[config.mk]
export PLATFORM = sky130hd
export DESIGN_NAME = sync_fifo_flags
export DESIGN_NICKNAME = d
export VERILOG_FILES = /design/src/rtl/sync_fifo_flags.sv
export SDC_FILE = /design/constraint.sdc
export NUM_CORES = 1
export LEC_CHECK = 0
export CAP_MARGIN = 20
export CELL_PAD_IN_SITES_DETAIL_PLACEMENT = 2
export CELL_PAD_IN_SITES_GLOBAL_PLACEMENT = 2
export CORE_ASPECT_RATIO = 0.7
export CORE_UTILIZATION = 37
export DETAILED_ROUTE_END_ITERATION = 6
export GPL_TIMING_DRIVEN = 1
export PLACE_DENSITY = 0.85
export SLEW_MARGIN = 10
export SYNTH_ARGS = -nofsm -noshare
export SYNTH_HDL_FRONTEND = slang
export SYNTH_SLANG_ARGS = --single-unit
[constraint.sdc]
create_clock -name clk -period 2 [get_ports clk]
set_input_delay 0.2 -clock clk [delete_from_list [all_inputs] [get_ports clk]]
set_output_delay 0.2 -clock clk [all_outputs]
set_load 0.05 [all_outputs]
[src/rtl/sync_fifo_flags.sv]
// sync_fifo_flags -- single-clock FIFO with status flags.
//
// Stores up to DEPTH words of WIDTH bits. A write is accepted when the FIFO
// is not full and a read is accepted when it is not empty. Full and empty
// are judged on the registered count, so a full FIFO refuses a write even
// when a read is accepted in the same cycle, and an empty FIFO refuses a read
// even when a write is accepted in the same cycle.
//
// Parameters:
//   WIDTH    data word width in bits (>=1)
//   DEPTH    number of storage words (power of two, >=2)
//   FWFT     0 = registered read, 1 = first-word-fall-through
//   AF_LEVEL almost_full asserts when count >= AF_LEVEL
//   AE_LEVEL almost_empty asserts when count <= AE_LEVEL
//
// Ports:
//   clk          sole clock, rising edge
//   rst          synchronous active-high reset
//   wr_en        write request
//   data_in      write data
//   rd_en        read request
//   data_out     read data (FWFT=0: loaded on accepted read; FWFT=1: head word)
//   valid        FIFO holds at least one word
//   ready        FIFO holds fewer than DEPTH words
//   almost_full  count >= AF_LEVEL
//   almost_empty count <= AE_LEVEL
//   count        words currently stored, 0..DEPTH
//   overflow     one-cycle pulse after a refused write
//   underflow    one-cycle pulse after a refused read
module sync_fifo_flags #(
  parameter int WIDTH    = 8,
  parameter int DEPTH    = 8,
  parameter int FWFT     = 0,
  parameter int AF_LEVEL = DEPTH - 2,
  parameter int AE_LEVEL = 1
) (
  input  logic                       clk,
  input  logic                       rst,
  input  logic                       wr_en,
  input  logic [WIDTH-1:0]           data_in,
  input  logic                       rd_en,
  output logic [WIDTH-1:0]           data_out,
  output logic                       valid,
  output logic                       ready,
  output logic                       almost_full,
  output logic                       almost_empty,
  output logic [$clog2(DEPTH):0]     count,
  output logic                       overflow,
  output logic                       underflow
);

  localparam int AW = $clog2(DEPTH);
  localparam int CW = AW + 1;

  logic [WIDTH-1:0] mem [DEPTH];
  logic [AW-1:0]    wr_ptr;
  logic [AW-1:0]    rd_ptr;
  logic [CW-1:0]    count_q;
  logic             wr_acc;
  logic             rd_acc;

  // Flags derive from the registered count only, which is what rules out
  // both the full bypass and the empty bypass.
  assign count        = count_q;
  assign ready        = (count_q != CW'(DEPTH));
  assign valid        = (count_q != '0);
  assign almost_full  = (count_q >= CW'(AF_LEVEL));
  assign almost_empty = (count_q <= CW'(AE_LEVEL));

  assign wr_acc = wr_en && ready;
  assign rd_acc = rd_en && valid;

  // Pointers wrap naturally because DEPTH is a power of two.
  // NOTE: sequential state uses non-blocking assignments so every register
  // samples pre-edge values regardless of block ordering.
  always_ff @(posedge clk) begin
    if (rst) begin
      wr_ptr    <= '0;
      rd_ptr    <= '0;
      count_q   <= '0;
      overflow  <= 1'b0;
      underflow <= 1'b0;
    end else begin
      overflow  <= wr_en && !ready;
      underflow <= rd_en && !valid;
      if (wr_acc) wr_ptr <= wr_ptr + 1'b1;
      if (rd_acc) rd_ptr <= rd_ptr + 1'b1;
      case ({wr_acc, rd_acc})
        2'b10:   count_q <= count_q + 1'b1;
        2'b01:   count_q <= count_q - 1'b1;
        default: count_q <= count_q;
      endcase
    end
  end

  // NOTE: the storage array has no reset; a word is only ever read after it
  // has been written, so clearing it would buy nothing and blocks RAM mapping.
  // Writes are still gated by rst so a reset cycle stores nothing.
  always_ff @(posedge clk) begin
    if (!rst && wr_acc) mem[wr_ptr] <= data_in;
  end

  generate
    if (FWFT != 0) begin : g_fwft
      // Head word is visible combinationally; meaningful only while valid=1.
      assign data_out = mem[rd_ptr];
    end else begin : g_reg_read
      logic [WIDTH-1:0] dout_q;
      always_ff @(posedge clk) begin
        if (rst)         dout_q <= '0;
        else if (rd_acc) dout_q <= mem[rd_ptr];
      end
      assign data_out = dout_q;
    end
  endgenerate

endmodule

==> qor.csv <==
stage,metric,value,unit
status,outcome,finished clean,
synth,synth_top_area_share,57.2,%
critical_path,cp.arrival,2200,ps
synth,synth_top_family_by_area,multiplexers,
hold_path,holdPathStages,1,
die,top_level_ports,30,
sta,period_needed,1970,ps
synth,synth.largest_area_cell,edfxtp_1,
critical_path,rrSetupSlack,30,ps
routing,wirelength,8820,µm
sta,relSlewSlack,64.6,%
die,rows,28,
sta,fin_crit_sh,98.5,%
clock_tree,cts-buffers-inserted,9,
routing,drc_errors,0,
die,initial_utilization,39.0,%
routing,vias_per_cell,5.17,
grt,grt_max_degree,20,
sta,layout_setup_ws,29.3,ps
synth,yosys.area_share.simple,7.41,%
die,die_h,81.8,µm
critical_path,reg2reg_to,count[3],
grt,grt_pass1_wl,13300,µm
synth,synthAdderAreaFrac,2.98,%
critical_path,crit_end,count[3],
clock_tree,cts_root_buf,clkbuf_16,
grt,overflow,0,
synth,ys_seq_elements,84,
sta,tns,0,ps
placed_design,numPortBuffers,29,
die,dieArea,9480,µm²
hold_path,hp-start,data_out[2],
power_and_ir_drop,ir_drop,0.681,mV
grt,antenna_found_initial,0,
synth,synth_mux_area_share,9.83,%
synth,synthXorXnorAreaFrac,1.82,%
sta,finalHoldViolations,0,
critical_path,cp_cell_sequence,"inv_4, ha_4, or3b_4, nand2_4, inv_4, ha_4, or4b_4, a21oi_2, xnor2_1, nor2_1",
synth,yosysSeqAreaShare,69.1,%
finish,drive_gt1_share,23.0,%
critical_path,cp_max_fo,4,
synth,syn_nets,242,
finish,area_growth_syn_to_layout,29.1,%
placed_design,dp_cells,382,
finish,finalNetCount,297,
clock_tree,clk_path_buf_depth,2,
critical_path,worstSetupStartpoint,count[1],
grt,grt_pass1_vias,2253,
sta,setup_viol,0,
synth,synth_compound_area_share,7.03,%
power_and_ir_drop,power.density,1290,nW/µm²
critical_path,crit_type,flip-flop to flip-flop,
critical_path,crit_path_end_kind,flip-flop,
clock_tree,clock_sinks,84,
synth,synth.area.top_cells,"edfxtp_1 (57%), dfxtp_1 (12%), mux2i_1 (9.8%)",
synth,synth_cells,222,
critical_path,slowest_stage,or4b_4,
clock_tree,htree_levels,3,
sta,tightest_slew,529,ps
synth,syn_area_per_cell,15.1,µm²
placed_design,pre_cts_ws,-20.0,ps
clock_tree,cts_tree,done,
synth,syn-cell-area,3360,µm²
synth,yosysWarningCount,0,
placed_design,gp_congestion,0.753,
grt,global_route.usage.total,20.7,%
placed_design,place_hpwl,6100,µm
sta,clock.fmax,0.507,GHz
synth,synth_cell_type_count,32,
critical_path,cp.required,2230,ps
routing,firstDrtPassIters,4,
die,core_area,8620,µm²
power_and_ir_drop,p_total,5.62,mW
routing,drt-wirelength-per-cell,21.9,µm
routing,drtIter0Drc,105,
clock_tree,clock_latency,340,ps
routing,ant_nets,0,
finish,fin_cells,402,
clock_tree,clk_pin_slew,60,ps
sta,rsz0062_at_grt,yes,
die,die_x,116,µm
finish,antenna_cells,0,
sta,slew_violations,0,
hold_path,hold_class,flip-flop to flip-flop,
critical_path,reg2reg_from,count[1],
job,cap_violations,0,
critical_path,cp-start-kind,flip-flop,
sta,fin_skew,3.19,ps
power_and_ir_drop,p_leak,1.47,nW
routing,vias,2080,
critical_path,max_stage_delay,460,ps
critical_path,reg2regPathDepth,10,
clock_tree,cts-hold-fix-buffers,0,
## state kept, by name, indices dropped and copies added, names as in the netlist
signal	count
data_out	8
mem	64
rd_ptr	3
underflow	1
wr_ptr	3
overflow	1
count	4
## layout by cell type (no fill, tap or decap), types with 2 or more instances in the layout
master | Yosys | routed
dfxtp_1 | 20 | 15
nand3b_1 | 2 | 2
nor2_2 | 0 | 2
ha_1 | 8 | 6
a22oi_1 | 16 | 16
clkdlybuf4s50_1 | 0 | 24
nor3_4 | 0 | 2
clkbuf_1 | 1 | 4
nor2_4 | 0 | 4
xor2_1 | 6 | 6
mux2i_1 | 33 | 33
nor2b_1 | 2 | 2
nand2b_1 | 3 | 3
inv_4 | 0 | 3
nand3_1 | 5 | 5
nand2_1 | 6 | 4
dfxtp_2 | 0 | 3
dfxtp_4 | 0 | 2
nor2_1 | 15 | 9
ha_4 | 0 | 2
a32o_1 | 7 | 7
a21oi_2 | 1 | 2
edfxtp_1 | 64 | 64
clkbuf_8 | 0 | 2
a21oi_1 | 4 | 3
nor3b_1 | 2 | 2
buf_4 | 0 | 28
clkbuf_16 | 0 | 9
nand4b_1 | 2 | 2
o21ai_0 | 2 | 2
## cells in the mapped netlist
cell	n
nand4bb_1	1
mux2i_1	33
edfxtp_1	64
nand2b_1	3
a32o_1	7
buf_2	5
a22oi_1	16
nor3b_1	2
and2_1	1
buf_6	1
a21oi_2	1
a21oi_1	4
inv_1	3
clkbuf_1	1
or3b_1	1
nor2b_1	2
nand3b_1	2
dfxtp_1	20
ha_1	8
or4b_1	1
nand4b_1	2
nor3_1	3
xnor2_1	1
a211oi_1	1
and3b_1	1
xor2_1	6
nor2_1	15
nand2_1	6
buf_1	3
o21ai_0	2
or3_1	1
nand3_1	5
## logic make-up after synthesis
logic type	count (synthesis)
DFF	84
and+or+nand+nor	46
xor gates and xnor gates	7
muxes	33
buffers and inverters	13
AOI/OAI and AO/OA	31
adders and majority gates	8
## worst min path at each step
stage / to / slack [ps]
floorplan: count[1] / 270
global placement: data_out[7] / 450
detailed placement: data_out[2] / 460
CTS: data_out[2] / 470
global route: data_out[7] / 490
finish: data_out[2] / 470
## where the power goes
group,switching (mW),leakage [nW],total (mW),internal [mW]
Sequential,0.141,0.744,2.16,2.02
Combinational,1.12,0.596,1.91,0.794
Clock,0.635,0.130,1.55,0.911
Total,1.89,1.47,5.62,3.72
## through the flow
stage	area, µm²	hold WS [ps]	utilization (%)
floorplan	3470	269	-
detailed placement	4020	458	46.6
CTS	4340	473	50.3
global route	4340	495	50.4
finish	4340	471	50.4
global placement	4020	453	46.6
## routing by layer
metal | track usage [%] | vias up | share of wire [%]
met5 | 0 | - | 0
met4 | 6.15 | 0 | 1.2
met3 | 6.57 | 14 | 3.7
met2 | 36.7 | 31 | 51
met1 | 24.3 | 1076 | 44
li1 | - | 959 | -
## area by class of cell
type	instances	area, µm²
Clock buffer	15	268
Clock inverter	1	7.51
Fill cell	815	4280
Inverter	3	18.8
Multi-Input combinational cell	125	1080
Sequential cell	84	2330
Tap cell	120	150
Timing Repair Buffer	54	483
## repair_timing
item	in CTS	in global routing
pin swaps	4	3
resized for setup	6	1
setup buffers	4	0
endpoints found under the setup margin	2	2
## worst max-delay path: cells and delay by family (launching register included)
kind,cells,cell delay [ps]
AND/OR/NAND/NOR,4,820
flip-flops,1,370
adder cells (fa/ha/maj),2,300
AO/OA/AOI/OAI,1,140
XOR/XNOR,1,130
buffers and inverters,2,100
Power figures use the tool's default switching activity.
